File: config.mk
export PLATFORM = sky130hd
export DESIGN_NAME = fixed_accumulator
export DESIGN_NICKNAME = d
export VERILOG_FILES = /design/src/rtl/dnn_fixed_pkg.sv /design/src/rtl/fixed_saturate.sv /design/src/rtl/fixed_accumulator.sv
export SDC_FILE = /design/constraint.sdc
export NUM_CORES = 1
export LEC_CHECK = 0
export ABC_AREA = 0
export CORE_AREA = 5 5 92 60
export DETAILED_ROUTE_END_ITERATION = 6
export DIE_AREA = 0 0 97 65
export HOLD_SLACK_MARGIN = 0.06
export PLACE_DENSITY = 0.83
export SLEW_MARGIN = 30
export SYNTH_ARGS = -nofsm -noshare
export SYNTH_HDL_FRONTEND = slang
export SYNTH_SLANG_ARGS = --single-unit
File: constraint.sdc
create_clock -name clk -period 6 [get_ports clk]
set_clock_uncertainty 0.2 [all_clocks]
set_input_delay 0.9 -clock clk [delete_from_list [all_inputs] [get_ports clk]]
set_output_delay 0.9 -clock clk [all_outputs]
set_load 0.01 [all_outputs]
File: src/rtl/dnn_fixed_pkg.sv
// Shared fixed-point definitions for the DNN datapath: default word format,
// saturation limits and the accumulator FSM state type.
package dnn_fixed_pkg;

  localparam int WIDTH     = 16;
  localparam int INT_BITS  = 5;
  localparam int FRAC_BITS = WIDTH - 1 - INT_BITS;

  localparam logic [WIDTH-1:0] FX_MAX = {1'b0, {(WIDTH-1){1'b1}}};
  localparam logic [WIDTH-1:0] FX_MIN = {1'b1, {(WIDTH-1){1'b0}}};

  typedef enum logic {
    ACC  = 1'b0,
    HOLD = 1'b1
  } acc_state_t;

  // A single-term accumulator still needs a one-bit counter to stay legal.
  function automatic int cnt_width(input int n);
    return (n > 1) ? $clog2(n) : 1;
  endfunction

endpackage

File: src/rtl/fixed_saturate.sv
// Combinational range check and narrowing of the wide accumulator sum.
// Build option ACC_SATURATE_EN: clamp out-of-range sums instead of wrapping.
module fixed_saturate #(
  parameter int WIDTH      = 16,
  parameter int GUARD_BITS = 4
) (
  input  logic signed [WIDTH+GUARD_BITS-1:0] sum_i,
  output logic        [WIDTH-1:0]            data_o,
  output logic                               overflow_o
);

  localparam int AW = WIDTH + GUARD_BITS;

  // The sum fits in WIDTH bits exactly when every bit from the narrow sign
  // position upward agrees with the wide sign bit.
  logic [GUARD_BITS:0] topBits;

  assign topBits    = sum_i[AW-1:WIDTH-1];
  assign overflow_o = !((&topBits) || !(|topBits));

`ifdef ACC_SATURATE_EN
  localparam logic [WIDTH-1:0] SAT_MAX = {1'b0, {(WIDTH-1){1'b1}}};
  localparam logic [WIDTH-1:0] SAT_MIN = {1'b1, {(WIDTH-1){1'b0}}};

  always_comb begin
    data_o = sum_i[WIDTH-1:0];
    if (overflow_o) begin
      data_o = sum_i[AW-1] ? SAT_MIN : SAT_MAX;
    end
  end
`else
  assign data_o = sum_i[WIDTH-1:0];
`endif

endmodule

File: src/rtl/fixed_accumulator.sv
// Sums FAN_IN consecutive signed products into one result on a valid/ready stream.
// Wrap vs. clamp of out-of-range results is selected by ACC_SATURATE_EN in fixed_saturate.
module fixed_accumulator #(
  parameter int WIDTH      = dnn_fixed_pkg::WIDTH,
  parameter int INT_BITS   = dnn_fixed_pkg::INT_BITS,
  parameter int FAN_IN     = 4,
  parameter int GUARD_BITS = 4
) (
  input  logic                    clk,
  input  logic                    reset_n,
  input  logic                    in_valid,
  output logic                    in_ready,
  input  logic signed [WIDTH-1:0] in_data,
  output logic                    out_valid,
  input  logic                    out_ready,
  output logic        [WIDTH-1:0] out_data,
  output logic                    out_overflow
);

  import dnn_fixed_pkg::*;

  localparam int              AW       = WIDTH + GUARD_BITS;
  localparam int              CW       = cnt_width(FAN_IN);
  localparam logic [CW-1:0]   LAST_CNT = CW'(FAN_IN - 1);

  acc_state_t             state_q;
  logic signed [AW-1:0]   acc_q;
  logic signed [AW-1:0]   acc_d;
  logic signed [AW-1:0]   inExt;
  logic        [CW-1:0]   cnt_q;
  logic                   outValid_q;
  logic        [WIDTH-1:0] outData_q;
  logic                   outOverflow_q;
  logic        [WIDTH-1:0] satData;
  logic                   satOverflow;
  logic                   lastTerm;

  // Products are sign-extended into the guard bits so FAN_IN terms can never
  // wrap the internal sum; only the final narrowing can overflow.
  assign inExt    = {{GUARD_BITS{in_data[WIDTH-1]}}, in_data};
  assign acc_d    = acc_q + inExt;
  assign lastTerm = (cnt_q == LAST_CNT);

  fixed_saturate #(
    .WIDTH      (WIDTH),
    .GUARD_BITS (GUARD_BITS)
  ) u_saturate (
    .sum_i      (acc_d),
    .data_o     (satData),
    .overflow_o (satOverflow)
  );

  // ACC gathers terms; the last one is narrowed straight into the output
  // registers and HOLD presents them until downstream takes the result.
  always_ff @(posedge clk or negedge reset_n) begin
    if (!reset_n) begin
      state_q       <= ACC;
      acc_q         <= '0;
      cnt_q         <= '0;
      outValid_q    <= 1'b0;
      outData_q     <= '0;
      outOverflow_q <= 1'b0;
    end else begin
      case (state_q)
        ACC: begin
          if (in_valid) begin
            if (lastTerm) begin
              outData_q     <= satData;
              outOverflow_q <= satOverflow;
              outValid_q    <= 1'b1;
              acc_q         <= '0;
              cnt_q         <= '0;
              state_q       <= HOLD;
            end else begin
              acc_q <= acc_d;
              cnt_q <= cnt_q + CW'(1);
            end
          end
        end
        HOLD: begin
          if (out_ready) begin
            outValid_q <= 1'b0;
            state_q    <= ACC;
          end
        end
        default: begin
          state_q <= ACC;
        end
      endcase
    end
  end

  assign in_ready     = (state_q == ACC);
  assign out_valid    = outValid_q;
  assign out_data     = outData_q;
  assign out_overflow = outOverflow_q;

endmodule

# [Word level (Yosys, flattened, before mapping)]
# Index checks and enable logic that the tools add are counted.
[totals] register_bits=41 input_bits=20 output_inout_bits=19 elab_cells=31
[classes] addsub=2 n_eq_ne=4 mux=10 bitwise_logic=1 n_reduce_logical=8
[op_table] op="20-bit by 16-bit adder with 20-bit output" count=1
[op_table] op="20-bit 2-to-1 mux" count=1
[op_table] op="1-bit 2-to-1 mux" count=6
[op_table] op="3-bit AND reduction" count=2
[op_table] op="5-bit AND reduction" count=1
[op_table] op="5-bit OR reduction" count=1
[op_table] op="2-bit inequality test (second input constant)" count=2
[op_table] op="1-bit case mux with 2 select lines" count=2
[op_table] op="2-bit by 1-bit adder with 2-bit output (second input constant)" count=1
[op_table] op="2-bit equality test (second input constant)" count=1
[op_table] op="1-bit zero test" count=2
[op_table] op="2-bit 2-to-1 mux" count=1
[op_table] op="2-bit by 1-bit inequality test with 1-bit output (second input constant)" count=1
[op_table] op="2-bit AND reduction" count=1
[op_table] op="1-bit logical OR" count=1
[op_table] op="1-bit NOT" count=1

# [Logic depth before layout (Yosys ltp)]
# Gate-level depths: netlist (run 1).
[logic_depth] word_depth=5 ltp_mapped=10 ltp_nobuf=10

# [Modules after synthesis]
# From an unflattened synthesis (run 1), not the netlist that was laid out.
[hier_totals] hier_cells=282 hier_area_um2=2861.5
[by_module_without_submodules] module="fixed_accumulator" instances=1 cells_per_inst=263 area_per_inst_um2=2710.1 seq_area_each_um2=1026.0
[by_module_without_submodules] module="fixed_saturate" instances=1 cells_per_inst=19 area_per_inst_um2=151.4 seq_area_each_um2=0.0

# [Least setup slack after synthesis (run 1)]
# OpenSTA, ideal clock, no wires.
[synth_path] path_type="input to register" startpoint="in in_data[0]" endpoint="reg outOverflow_q, in the netlist out_overflow" setup_ns=0.137 arrival_ns=3.117 t_required_ns=5.663 slack_ns=2.546 cell_stages=10 n_path_buf=0 cell_sequence="ha_1 > fa_1 > a21oi_2 > o2111ai_1 > a2111oi_2 > nor2_1 > nor4bb_1 > or3_4 > nor3_1 > o31ai_2"
[synth_between] elab_chain_cells=5 word_cells_on_any_way=6 cone_classes="add/sub (1); reduce/logical (5)"
[synth_rtl] element="from (decl)" line_no="fixed_accumulator.sv:13" rtl="input logic signed [WIDTH-1:0] in_data,"
[synth_rtl] element="20-bit by 16-bit adder with 20-bit output *" line_no="fixed_accumulator.sv:41" rtl="assign acc_d = acc_q + inExt;"
[synth_rtl] element="5-bit OR reduction" line_no="fixed_saturate.sv:19" rtl="assign overflow_o = !((&topBits) || !(|topBits));"
[synth_rtl] element="1-bit zero test" line_no="fixed_saturate.sv:19"
[synth_rtl] element="1-bit logical OR *" line_no="fixed_saturate.sv:19"
[synth_rtl] element="1-bit zero test *" line_no="fixed_saturate.sv:19"
[synth_rtl] element="to (signal assigned)" line_no="fixed_accumulator.sv:69" rtl="outOverflow_q <= satOverflow;"
[synth_rtl] element="to (decl)" line_no="fixed_accumulator.sv:33" rtl="logic outOverflow_q;"
# Mark *: on every way between the ends. The rest lies on a longest branch, timed or not.
# A chain may end at the register's enable or synchronous reset.

# [Final worst setup path (run 1)]
# Ends and elaborated chain as after synthesis.

==> results, run 1 <==
- The flow ran to the end, and the final reports show no timing, DRC or antenna violations.
- STA classifies the critical path endpoint as a flop.
- The number of instances in the synthesized netlist is 233.
- The worst hold margin is 0.277 ns.
- In this run, post-CTS repair resized a total of 0 instances.
- The peak fanout along the critical path is 3.
- Hold repair after CTS inserted 0 buffers.
- By count the netlist is led by sky130_fd_sc_hd__dfrtp_1, sky130_fd_sc_hd__ha_1, sky130_fd_sc_hd__a22o_1, sky130_fd_sc_hd__mux2_2, sky130_fd_sc_hd__nand2_1.
- Traced cell by cell, the critical path runs through clkdlybuf4s50_1 > ha_1 > fa_1 > a21oi_2 > o2111ai_1 > a2111oi_2 > nor2_1 > nor4bb_1 > or3_4 > nor3_1 > o31ai_2.
- The fraction of final layout cells with drive strength greater than 1 is 0.158.
- The worst path meets setup with 2.20 ns of slack.
- In this design, the stage delay of the slowest critical-path cell is 0.43 ns.
- Power comes to between 1.5 and 2 mW.
- The post-CTS setup repair buffer count is 0.
- The number of hold violations in the final report was 0.
- The relative slew slack is 0.362.
- The initial core utilization is 0.536.
- Based on the critical path, the design can be clocked at up to 263 MHz.
- The count of synthesis-stage warnings from yosys is 0.
- For this design, the sink count on the clock tree is slightly above 40.
- The worst reg2reg path endpoint is out_overflow$_DFFE_PN0P_.
- The launch instance of the worst min-delay path is out_valid$_DFFE_PN0P_.
- The net count of the finished layout is 312.
- Counting every net in the synthesized netlist gives 274.
- The number of buffers created by CTS is 5.
- The tool flagged a number of max-cap violations equal to 0.
- The row count is 20.
- Counting along the longest clock path gives a buffer depth of 2.
- The synthesized area per cell is between 10 and 15 um2.
- The final wirelength is between 5000 and 6000 um.
- In the post-synthesis netlist, the cell with the most instances is sky130_fd_sc_hd__dfrtp_1.
- Entering global routing, the biggest net connects 42 pins.
- Power spread over the standard cell area amounts to 594 nW/um2.
- Of all cell types, the one taking the most synthesized area is sky130_fd_sc_hd__dfrtp_1.
- The min-delay analysis places its worst path in the category reg -> reg.
- Summing all placed instances gives a cell area of between 2000 and 3000 um2.
- The post-synthesis cell area is 2540 um2.
- The static power due to leakage is 1.37 nW.
- The final-report setup violation count is 0.
- The number of synthesized flops with an enable pin is 0.
- Across all layers, the routed design uses 1979 vias.
- For this run, the register share of the synthesized area comes to 0.405.
- The clock-pin slew reported for the worst setup and hold paths after clock tree synthesis is 0.07 ns.
- The post-route cell area is a little over 3000 um2.
- The async set-reset flop share out of synthesis is 1.00.
- The startpoint type of the worst setup path is an input pin.
- The critical path is of the in -> reg type.
- Together, buffers and inverters on the worst path number 1.
- The overall die height is 65 um.
- Among all stages on the critical path, the largest delay is contributed by sky130_fd_sc_hd__fa_1.
- At the worst endpoint, the required time is 5.95 ns.
- The aggregate global-route resource usage is 0.186.
- The commonest register cell after synthesis is sky130_fd_sc_hd__dfrtp_1.
- The time the worst path needs with I/O delays and setup is 3.80 ns.
- The number of max-slew violations in the final report was 0.
- The area growth from synthesis to layout is 21.8%.
- In the routed layout, each cell is associated on average with a via count of 5.86.
- Along the worst hold path, the cell count comes to 2.
- The first global-routing pass estimated approximately 9500 um of wire.
- The worst register-to-register path begins at acc_q[0]$_DFFE_PN0P_.
- The routability congestion estimate is 0.876.
- The end point of the worst hold path is out_valid$_DFFE_PN0P_.
- The number of global-route vias before repair is 1894.
- The count of state elements after synthesis is 41.
- The data arrival time of the worst path is roughly 3.8 ns.
- The top cell type's share of synthesized area is 0.405.
- The area inside the core boundary is 4730 um2.
- The remaining design rule violation count is 0.
- The slew of the pin with the lowest slew margin is 0.954 ns.
- In this run the register-to-register setup slack is approximately 2.8 ns.
- Of the available clock period, the critical path in the final layout requires 0.633.
- The clock tree from TritonCTS is done.
- The post-place setup slack is 1.90 ns.
- The CTS H-tree depth is 2.
- The number of antenna diodes in the final layout is 0.
- Summed over all layers, the global routing overflow is 0.
- The clock reaches the later pin of the worst-skew pair after 0.29 ns.
- The count of buffers inserted at the top-level ports is 38.
- The summed negative setup slack over all endpoints is 0 ns.
- Once detail routing completed, the nets flagged for antenna violations numbered 0.
- The HPWL reported at the end of detailed placement is 4140 um.
- The tree is rooted in a sky130_fd_sc_hd__clkbuf_8.
- The initial antenna violation count is 0.
- The die is 97 um wide.
- Yosys attributes the largest share of cell area to sky130_fd_sc_hd__dfrtp_1, sky130_fd_sc_hd__ha_1, sky130_fd_sc_hd__mux2_2.
- The gate family responsible for the most delay along the worst path is simple AND/OR/NAND/NOR gates.
- Setup repair after global routing left no endpoint under its margin.
- The number of primary I/O pins is 39.
- The maximum vdd drop is 0.000268 V.
- The wire length per cell is 16.5 um.
- The total die area is 6310 um2.
- The number of distinct library cells after synthesis is 49.
- The length of the first detailed-routing pass in iterations is 4.
- The detailed router finished its first iteration with 107 violations.
- The worst reg-to-reg path cell count is 10.
worst max path at each step:
stage                     startpoint                       end  slack [ns]  cells after the start
after global routing      in_data[0]  out_overflow$_DFFE_PN0P_        2.09                     11
after detailed placement  in_data[0]  out_overflow$_DFFE_PN0P_        1.90                     11
final                     in_data[0]  out_overflow$_DFFE_PN0P_        2.20                     11
after global placement    in_data[0]  out_overflow$_DFFE_PN0P_        1.97                     11
after CTS                 in_data[0]  out_overflow$_DFFE_PN0P_        2.19                     11
after floorplan           in_data[0]  out_overflow$_DFFE_PN0P_        2.55                     10
placed cells by master, fill, tap and decap left out, types with 2 or more instances in the layout:
master / n
sky130_fd_sc_hd__buf_4: 2
sky130_fd_sc_hd__clkbuf_8: 6
sky130_fd_sc_hd__o31ai_2: 2
sky130_fd_sc_hd__a21o_1: 5
sky130_fd_sc_hd__mux2_2: 17
sky130_fd_sc_hd__nor2_1: 10
sky130_fd_sc_hd__a22o_1: 18
sky130_fd_sc_hd__a21oi_1: 13
sky130_fd_sc_hd__o211ai_2: 2
sky130_fd_sc_hd__ha_1: 20
sky130_fd_sc_hd__nand3_1: 3
sky130_fd_sc_hd__o41ai_1: 2
sky130_fd_sc_hd__o21ai_1: 4
sky130_fd_sc_hd__xnor2_1: 9
sky130_fd_sc_hd__inv_1: 7
sky130_fd_sc_hd__clkdlybuf4s50_1: 37
sky130_fd_sc_hd__nand2b_1: 4
sky130_fd_sc_hd__nand2_1: 15
sky130_fd_sc_hd__xor2_1: 9
sky130_fd_sc_hd__a21oi_2: 2
sky130_fd_sc_hd__dfrtp_1: 41
sky130_fd_sc_hd__o21bai_1: 2
sky130_fd_sc_hd__o21ai_0: 6
sky130_fd_sc_hd__nor3_1: 6
sky130_fd_sc_hd__nand4_1: 3
tightest hold or removal path, stage by stage (launching register included):
cell and delay [ns]:
sky130_fd_sc_hd__dfrtp_1 0.34, sky130_fd_sc_hd__nand2_1 0.05, sky130_fd_sc_hd__nand2_1 0.05
flip-flops by register name, summed over array words and instances, names as in the netlist:
| signal | count |
|---|---|
| out_data | 16 |
| acc_q | 20 |
| state_q | 1 |
| out_valid | 1 |
| out_overflow | 1 |
| cnt_q | 2 |
kinds of logic after synthesis:
group	Yosys count	share of synthesized area
xor+xnor	18	0.0622
compound gates	73	0.232
simple gates	48	0.0942
buf+inv	15	0.0247
mux	17	0.0755
fa+ha+maj	21	0.107
flops	41	0.405
power breakdown:
part           switching (mW)  internal, mW
Combinational           0.571         0.544
Sequential             0.0779         0.415
Clock                  0.0924         0.136
metal layers:
layer	wire length, um	track usage	up-vias	part of all wire
met5	0	0	-	0
met4	33	0.0438	0	0.0059
met2	2170	0.262	76	0.39
li1	-	-	946	-
met1	2920	0.280	953	0.52
met3	461	0.0548	4	0.083
per-stage QoR:
stage	util	cells
2_1_floorplan	-	233
3_3_place_gp	0.627	330
3_5_place_dp	0.627	330
4_1_cts	0.652	338
5_1_grt	0.653	338
6_report	0.653	338
layout make-up:
cell class,count,area [um2]
well taps,66,82.6
fillers,364,1640
flip-flops and latches,41,1030
clock inverters,1,30.0
multi-input cells,177,1450
repair buffers,39,385
inverters,7,26.3
clock buffers,7,86.3
No activity file was read; power rests on OpenSTA's default activity.
==> inputs of run 2 (changes only) <==
CORE_AREA = 5 5 99 64   (was 5 5 92 60)
DIE_AREA = 0 0 104 69   (was 0 0 97 65)
PLACE_DENSITY = 0.75   (was 0.83)
clock period = 3.21 ns   (was 6 ns; I/O delays follow)
==> results, run 2 (same netlist as run 1, synthesis figures left out) <==
- The maximum clock path buffer count is 2 (unchanged).
- The wire length per cell is 16.0 um (was 16.5 um).
- Commonest non-fill, non-tap cells in the layout: sky130_fd_sc_hd__dfrtp_1, sky130_fd_sc_hd__clkdlybuf4s50_1, sky130_fd_sc_hd__buf_4 (was sky130_fd_sc_hd__dfrtp_1, sky130_fd_sc_hd__clkdlybuf4s50_1, sky130_fd_sc_hd__ha_1).
- The CTS root buffer is sky130_fd_sc_hd__clkbuf_8 (unchanged).
- The routability congestion estimate is 0.861 (was 0.876).
- The layout net count was 343 (was 312).
- The final-report setup violation count is 0 (unchanged).
- Run status: finished clean (unchanged).
- CP cell instances: clkdlybuf4s50_1 > ha_1 > nand3_1 > o2111ai_2 > buf_4 > nand2_1 > o311ai_2 > xor2_1 > or3_4 > nor3_4 > o31ai_4 (was clkdlybuf4s50_1 > ha_1 > fa_1 > a21oi_2 > o2111ai_1 > a2111oi_2 > nor2_1 > nor4bb_1 > or3_4 > nor3_1 > o31ai_2).
- The startpoint type of the worst setup path is an input pin (unchanged).
- The row count is 21 (was 20).
- The initial antenna violation count is 0 (unchanged).
- The initial core utilization came to 0.473 (was 0.536).
- The relative slew slack is 0.652 (was 0.362).
- The flip-flop count of the largest register after layout is 20 (unchanged).
- The CTS H-tree depth is 2 (unchanged).
- The clock latency at the later pin of the worst-skew pair is 0.30 ns (was 0.29 ns).
- The total power draw came to 3.82 mW (was 1.84 mW).
- The clock-pin slew reported for the worst setup and hold paths after clock tree synthesis is 0.09 ns (was 0.07 ns).
- The floorplan die width was 104 um (was 97 um).
- The remaining design rule violation count came to 0 (unchanged).
- The pin count of the biggest net entering global routing came to 42 (unchanged).
- The register ranked first by flip-flop count was acc_q (unchanged).
- The clock tree from TritonCTS was done (unchanged).
- The number of primary I/O pins came to 39 (unchanged).
- The slew of the pin with the lowest slew margin is 0.522 ns (was 0.954 ns).
- The number of buffers created by CTS came to 5 (unchanged).
- The worst min-delay path category was reg -> reg (unchanged).
- The number of global-route vias before repair is 2049 (was 1894).
- The number of antenna diodes is 0 (unchanged).
- The peak fanout along the critical path is 5 (was 3).
- The data arrival time of the worst path is 3.12 ns (was 3.76 ns).
- Static timing analysis puts the maximum clock frequency at 319 MHz.
- The remaining antenna violation count after routing was 0 (unchanged).
- The fraction of final layout cells with drive strength greater than 1 came to 0.271 (was 0.158).
- The delay of the slowest cell on the worst path came to 0.41 ns (was 0.43 ns).
- The highest-delay cell along the critical path was sky130_fd_sc_hd__clkdlybuf4s50_1 (was sky130_fd_sc_hd__fa_1).
- The area growth from synthesis to layout came to 34.3% (was 21.8%).
- The number of hold violations in the final report is 0 (unchanged).
- The length of the first detailed-routing pass in iterations is 4 (unchanged).
- The clock net sink count is 41 (unchanged).
- The final wirelength is 5960 um (was 5580 um).
- The overall die height is 69 um (was 65 um).
- The required time at the worst-slack endpoint is 3.20 ns (was 5.95 ns).
- The maximum vdd drop is 0.000511 V (was 0.000268 V).
- The violation count after the first detailed-routing iteration is 97 (was 107).
- The area inside the core boundary is 5360 um2 (was 4730 um2).
- The total die area was 7180 um2 (was 6310 um2).
- Subtracting the final worst setup slack from the clock period gives 3.13 ns.
- The reported max-cap violation count is 0 (unchanged).
- The share of the core filled with cells was 0.636 (was 0.653).
- The kind of end point of the critical path is a flop (unchanged).
- The total power density per cell area is 1120 nW/um2 (was 594 nW/um2).
- The aggregate global-route resource usage is 0.168 (was 0.186).
- The number of vias per cell was 5.56 (was 5.86).
- The HPWL reported at the end of detailed placement is 4480 um (was 4140 um).
- The number of max-slew violations in the final report was 0 (unchanged).
- Dividing the final minimum period by the clock period gives 0.976.
- The leading cell type in the layout, fill and taps excluded is sky130_fd_sc_hd__dfrtp_1 (unchanged).
- The first-pass GRT wire length is 9960 um (was 9450 um).
- The static power due to leakage was 1.56 nW (was 1.37 nW).
- The routed via count is 2068 (was 1979).
- The sum of overflow across all layers after global routing is 0 (unchanged).
- The count of buffers inserted at the top-level ports is 38 (unchanged).
- The type of the worst setup path is in -> reg (unchanged).
-- run 2: path summary, 6_finish.rpt --
path | start | endpoint | slack [ns] | cells after the start
setup / recovery | in_data[5] | out_overflow$_DFFE_PN0P_ | 0.08 | 11
hold / removal | out_valid$_DFFE_PN0P_ | out_valid$_DFFE_PN0P_ | 0.28 | 2
setup reg to reg | acc_q[1]$_DFFE_PN0P_ | out_overflow$_DFFE_PN0P_ | 0.21 | 9
hold reg to reg | out_valid$_DFFE_PN0P_ | out_valid$_DFFE_PN0P_ | 0.28 | 2
max in group asynchronous | reset_n | acc_q[15]$_DFFE_PN0P_ | 1.94 | 2
min in group asynchronous | reset_n | out_data[12]$_DFFE_PN0P_ | 0.50 | 2
-- run 2: timing repair --
| item | 4_1_cts | 5_1_grt |
|---|---|---|
| hold buffers | 0 | 1 |
| pin swaps | 0 | 13 |
| buffers inserted | 0 | 1 |
| setup endpoints to repair | 1 | 1 |
| hold endpoints to repair | 0 | 41 |
| resized for setup | 1 | 12 |
-- run 2: per-layer routing --
layer	vias to the layer above	global-route usage	wire, um
met1	986	0.261	3220
li1	1005	-	-
met3	9	0.0522	425
met5	-	0	0
met2	68	0.221	2250
met4	0	0.0388	65
-- run 2: report_power, final --
group	leakage (nW)	internal (mW)	total (mW)	switching, mW
Combinational	1.00	1.30	2.49	1.19
Clock	0.0543	0.233	0.425	0.192
Sequential	0.501	0.775	0.913	0.138
-- run 2: final cells by class --
cell class | count | area, um2
clock inverter | 3 | 46.3
timing repair buffer | 70 | 636
fill | 447 | 1950
clock buffer | 5 | 68.8
tap | 69 | 86.3
inverter | 7 | 26.3
multi-input combinational | 177 | 1520
sequential | 41 | 1030
-- run 2: worst max-delay path: cells and delay by family --
family / cells / cell delay (ns)
and+or+nand+nor: 4 / 0.83
AOI/OAI and AO/OA: 3 / 0.69
buffers and inverters: 2 / 0.56
adders and majority gates: 1 / 0.39
xor gates and xnor gates: 1 / 0.17
-- run 2: metrics by stage --
stage | setup WS, ns | setup TNS, ns | cells | instance area [um2] | hold slack [ns]
3_5_place_dp | -0.317 | -0.748 | 362 | 3200 | 0.268
5_1_grt | -0.0142 | -0.0142 | 372 | 3410 | 0.326
4_1_cts | 0.0464 | 0 | 370 | 3320 | 0.144
6_report | 0.0776 | 0 | 372 | 3410 | 0.281
2_1_floorplan | 0.175 | 0 | 233 | 2540 | -0.0141
3_3_place_gp | -0.266 | -0.597 | 362 | 3200 | 0.260
==> inputs of run 3 (changes only) <==
--- a/config.mk
+++ b/config.mk
@@ -8,7 +8,6 @@
 export ABC_AREA = 0
-export CORE_AREA = 5 5 99 64
+export CORE_AREA = 5 5 129 82
 export DETAILED_ROUTE_END_ITERATION = 6
-export DIE_AREA = 0 0 104 69
+export DIE_AREA = 0 0 134 87
 export HOLD_SLACK_MARGIN = 0.06
-export PLACE_DENSITY = 0.75
 export SLEW_MARGIN = 30
==> constraint.sdc (replaced) <==
create_clock -name clk -period 2.6 [get_ports clk]
set_clock_uncertainty 0.2 [all_clocks]
set_input_delay 0.52 -clock clk [delete_from_list [all_inputs] [get_ports clk]]
set_output_delay 0.52 -clock clk [all_outputs]
set_load 0.01 [all_outputs]
==> results, run 3 (same netlist as run 1, synthesis figures left out) <==
- The wire length per cell is 16.8 um (was 16.0 um).
- The area inside the core boundary was 9420 um2 (was 5360 um2).
- The minimum setup slack in the final design is -0.329 ns (was 0.0776 ns).
- The maximum vdd drop was 0.000487 V (was 0.000511 V).
- The highest-delay cell along the critical path is sky130_fd_sc_hd__or3_4 (was sky130_fd_sc_hd__clkdlybuf4s50_1).
- The static power due to leakage is 1.79 nW (was 1.56 nW).
- The remaining antenna violation count after routing is 0 (unchanged).
- The overall die height is 87 um (was 69 um).
- The routed via count was 2174 (was 2068).
- CP cell instances: dlygate4sd2_1 > ha_1 > buf_4 > nand4_1 > o21ai_0 > o221ai_1 > o311ai_4 > xor2_2 > or3_4 > nor3_4 > o31ai_4 (was clkdlybuf4s50_1 > ha_1 > nand3_1 > o2111ai_2 > buf_4 > nand2_1 > o311ai_2 > xor2_1 > or3_4 > nor3_4 > o31ai_4).
- The checks that failed: negative setup slack.
- The beginning of the worst register-to-register path is acc_q[1]$_DFFE_PN0P_ (unchanged).
- The number of buffers created by CTS is 5 (unchanged).
- The remaining design rule violation count is 0 (unchanged).
- Run status: finished with violations (was finished clean).
- The clock latency at the later pin of the worst-skew pair is 0.29 ns (was 0.30 ns).
- The relative slew slack was 0.576 (was 0.652).
- The register ranked first by flip-flop count was acc_q (unchanged).
- After layout, the minimum clock period comes to roughly 2.9 ns.
- The worst reg-to-reg path cell count is 10 (was 9).
- The reported max-cap violation count was 0 (unchanged).
- The clock tree from TritonCTS was done (unchanged).
- The peak clock frequency supported by timing is 341 MHz.
- The routability congestion estimate came to 0.864 (was 0.861).
- The slack of the worst reg-to-reg path is -0.29 ns (was 0.21 ns).
- The final wirelength is 7580 um (was 5960 um).
- The final-report setup violation count is 8 (was 0).
- The number of vias per cell is 4.82 (was 5.56).
- The number of non-filler instances in the completed layout is 451 (was 372).
- Setup repair after global routing could not meet its margin everywhere.
- The kind of end point of the critical path is a flop (unchanged).
- The violation count after the first detailed-routing iteration is 147 (was 97).
- The leading cell type in the layout, fill and taps excluded is sky130_fd_sc_hd__buf_4 (was sky130_fd_sc_hd__dfrtp_1).
- The number of primary I/O pins is 39 (unchanged).
- The fraction of final layout cells with drive strength greater than 1 came to 0.423 (was 0.271).
- The total die area was 11700 um2 (was 7180 um2).
- The buffering stage count on the worst path with inverters included is 2 (unchanged).
- The area growth from synthesis to layout was 58.9% (was 34.3%).
- The slew of the pin with the lowest slew margin is 0.636 ns (was 0.522 ns).
- The length of the first detailed-routing pass in iterations was 4 (unchanged).
- The total power draw came to 5.75 mW (was 3.82 mW).
- The delay of the slowest cell on the worst path is 0.37 ns (was 0.41 ns).
- The total power density per cell area is 1430 nW/um2 (was 1120 nW/um2).
- The initial antenna violation count is 0 (unchanged).
- The clock-pin slew reported for the worst setup and hold paths after clock tree synthesis is 0.06 ns (was 0.09 ns).
- The first-pass GRT wire length is 12300 um (was 9960 um).
- In the finished design, the share of the clock period the worst path needs comes to 1.13.
- The number of max-slew violations in the final report is 0 (unchanged).
- The clock net sink count is 41 (unchanged).
- The sum of overflow across all layers after global routing is 0 (unchanged).
- The CTS H-tree depth came to 2 (unchanged).
- The aggregate global-route resource usage is 0.134 (was 0.168).
- The peak fanout along the critical path is 5 (unchanged).
- The required time at the worst-slack endpoint is 2.56 ns (was 3.20 ns).
- The number of hold violations in the final report is 0 (unchanged).
- Commonest non-fill, non-tap cells in the layout: sky130_fd_sc_hd__buf_4, sky130_fd_sc_hd__dfrtp_1, sky130_fd_sc_hd__clkdlybuf4s50_1 (was sky130_fd_sc_hd__dfrtp_1, sky130_fd_sc_hd__clkdlybuf4s50_1, sky130_fd_sc_hd__buf_4).
- The gate family responsible for the most delay along the worst path is simple AND/OR/NAND/NOR gates (unchanged).
- The worst reg2reg path endpoint is out_overflow$_DFFE_PN0P_ (unchanged).
- The number of global-route vias before repair is 2261 (was 2049).
- The flip-flop count of the largest register after layout is 20 (unchanged).
- The layout net count is 372 (was 343).
- The pin count of the biggest net entering global routing is 28 (was 42).
- The CTS root buffer is sky130_fd_sc_hd__clkbuf_16 (was sky130_fd_sc_hd__clkbuf_8).
- The type of the worst setup path was in -> reg (unchanged).
- The worst min-delay path category is in -> async (was reg -> reg).
- The floorplan die width came to 134 um (was 104 um).
- The row count was 28 (was 21).
- The startpoint type of the worst setup path was an input pin (unchanged).
- The maximum clock path buffer count is 2 (unchanged).
- The count of buffers inserted at the top-level ports is 38 (unchanged).
- The number of cells after detailed placement is 435 (was 362).
- The data arrival time of the worst path is 2.89 ns (was 3.12 ns).
- The initial core utilization is 0.269 (was 0.473).
- The number of antenna diodes came to 0 (unchanged).
- The HPWL reported at the end of detailed placement is 5280 um (was 4480 um).
## run 3: cell count changes in the layout (fill, tap and decap cells not counted), moves of 3 or more
| cell | change |
|---|---|
| sky130_fd_sc_hd__clkbuf_16 | +5 |
| sky130_fd_sc_hd__dlygate4sd2_1 | +11 |
| sky130_fd_sc_hd__a21oi_1 | -3 |
| sky130_fd_sc_hd__ha_1 | -12 |
| sky130_fd_sc_hd__xor2_1 | -3 |
| sky130_fd_sc_hd__xor2_2 | +3 |
| sky130_fd_sc_hd__clkbuf_8 | -5 |
| sky130_fd_sc_hd__ha_4 | +12 |
| sky130_fd_sc_hd__buf_6 | +4 |
| sky130_fd_sc_hd__clkdlybuf4s50_1 | -13 |
| sky130_fd_sc_hd__buf_4 | +25 |
## run 3: report_power, final
group          total (mW)  internal (mW)  switching, mW
logic                3.86           2.11           1.76
clock network       0.701          0.446          0.255
registers            1.19          0.961          0.225
## run 3: final cells by class
type	instances	area, um2
sequential	41	1030
clock inverter	2	35.0
clock buffer	5	125
multi-input combinational	177	1820
fill	885	5400
timing repair buffer	99	843
tap	120	150
inverter	7	26.3
## run 3: metrics by stage
stage,hold WS [ns],setup WS (ns),utilization,TNS (ns),area (um2)
after floorplan,0.0244,-0.365,-,-0.649,2560
after global placement,0.260,-0.889,0.367,-12.16,3450
after detailed placement,0.275,-0.956,0.367,-12.20,3450
after CTS,0.0807,-0.268,0.418,-0.823,3940
after global routing,0.123,-0.440,0.428,-2.23,4030
final,0.0545,-0.329,0.428,-1.05,4030
## run 3: how the worst max path moves through the flow
| stage | cells after the start | startpoint | slack (ns) | end |
|---|---|---|---|---|
| final | 11 | in_data[12] | -0.33 | out_overflow$_DFFE_PN0P_ |
| after global placement | 11 | in_data[0] | -0.89 | out_overflow$_DFFE_PN0P_ |
| after CTS | 10 | acc_q[1]$_DFFE_PN0P_ | -0.27 | out_overflow$_DFFE_PN0P_ |
| after floorplan | 10 | in_data[0] | -0.37 | out_overflow$_DFFE_PN0P_ |
| after detailed placement | 11 | in_data[0] | -0.96 | out_overflow$_DFFE_PN0P_ |
| after global routing | 11 | in_data[12] | -0.44 | out_overflow$_DFFE_PN0P_ |
## run 3: metal layers
metal  global-route usage  vias up  wire length (um)
met2                0.186       52              3090
li1                     -     1063                 -
met5                    0        -                 0
met4               0.0224        0                61
met3               0.0387        6               454
met1                0.206     1053              3970
## run 3: timing repair
item	in CTS	in global routing
hold buffers	0	0
resized for setup	60	10
setup buffers	6	5
setup endpoints to repair	18	14
pin swaps	29	11
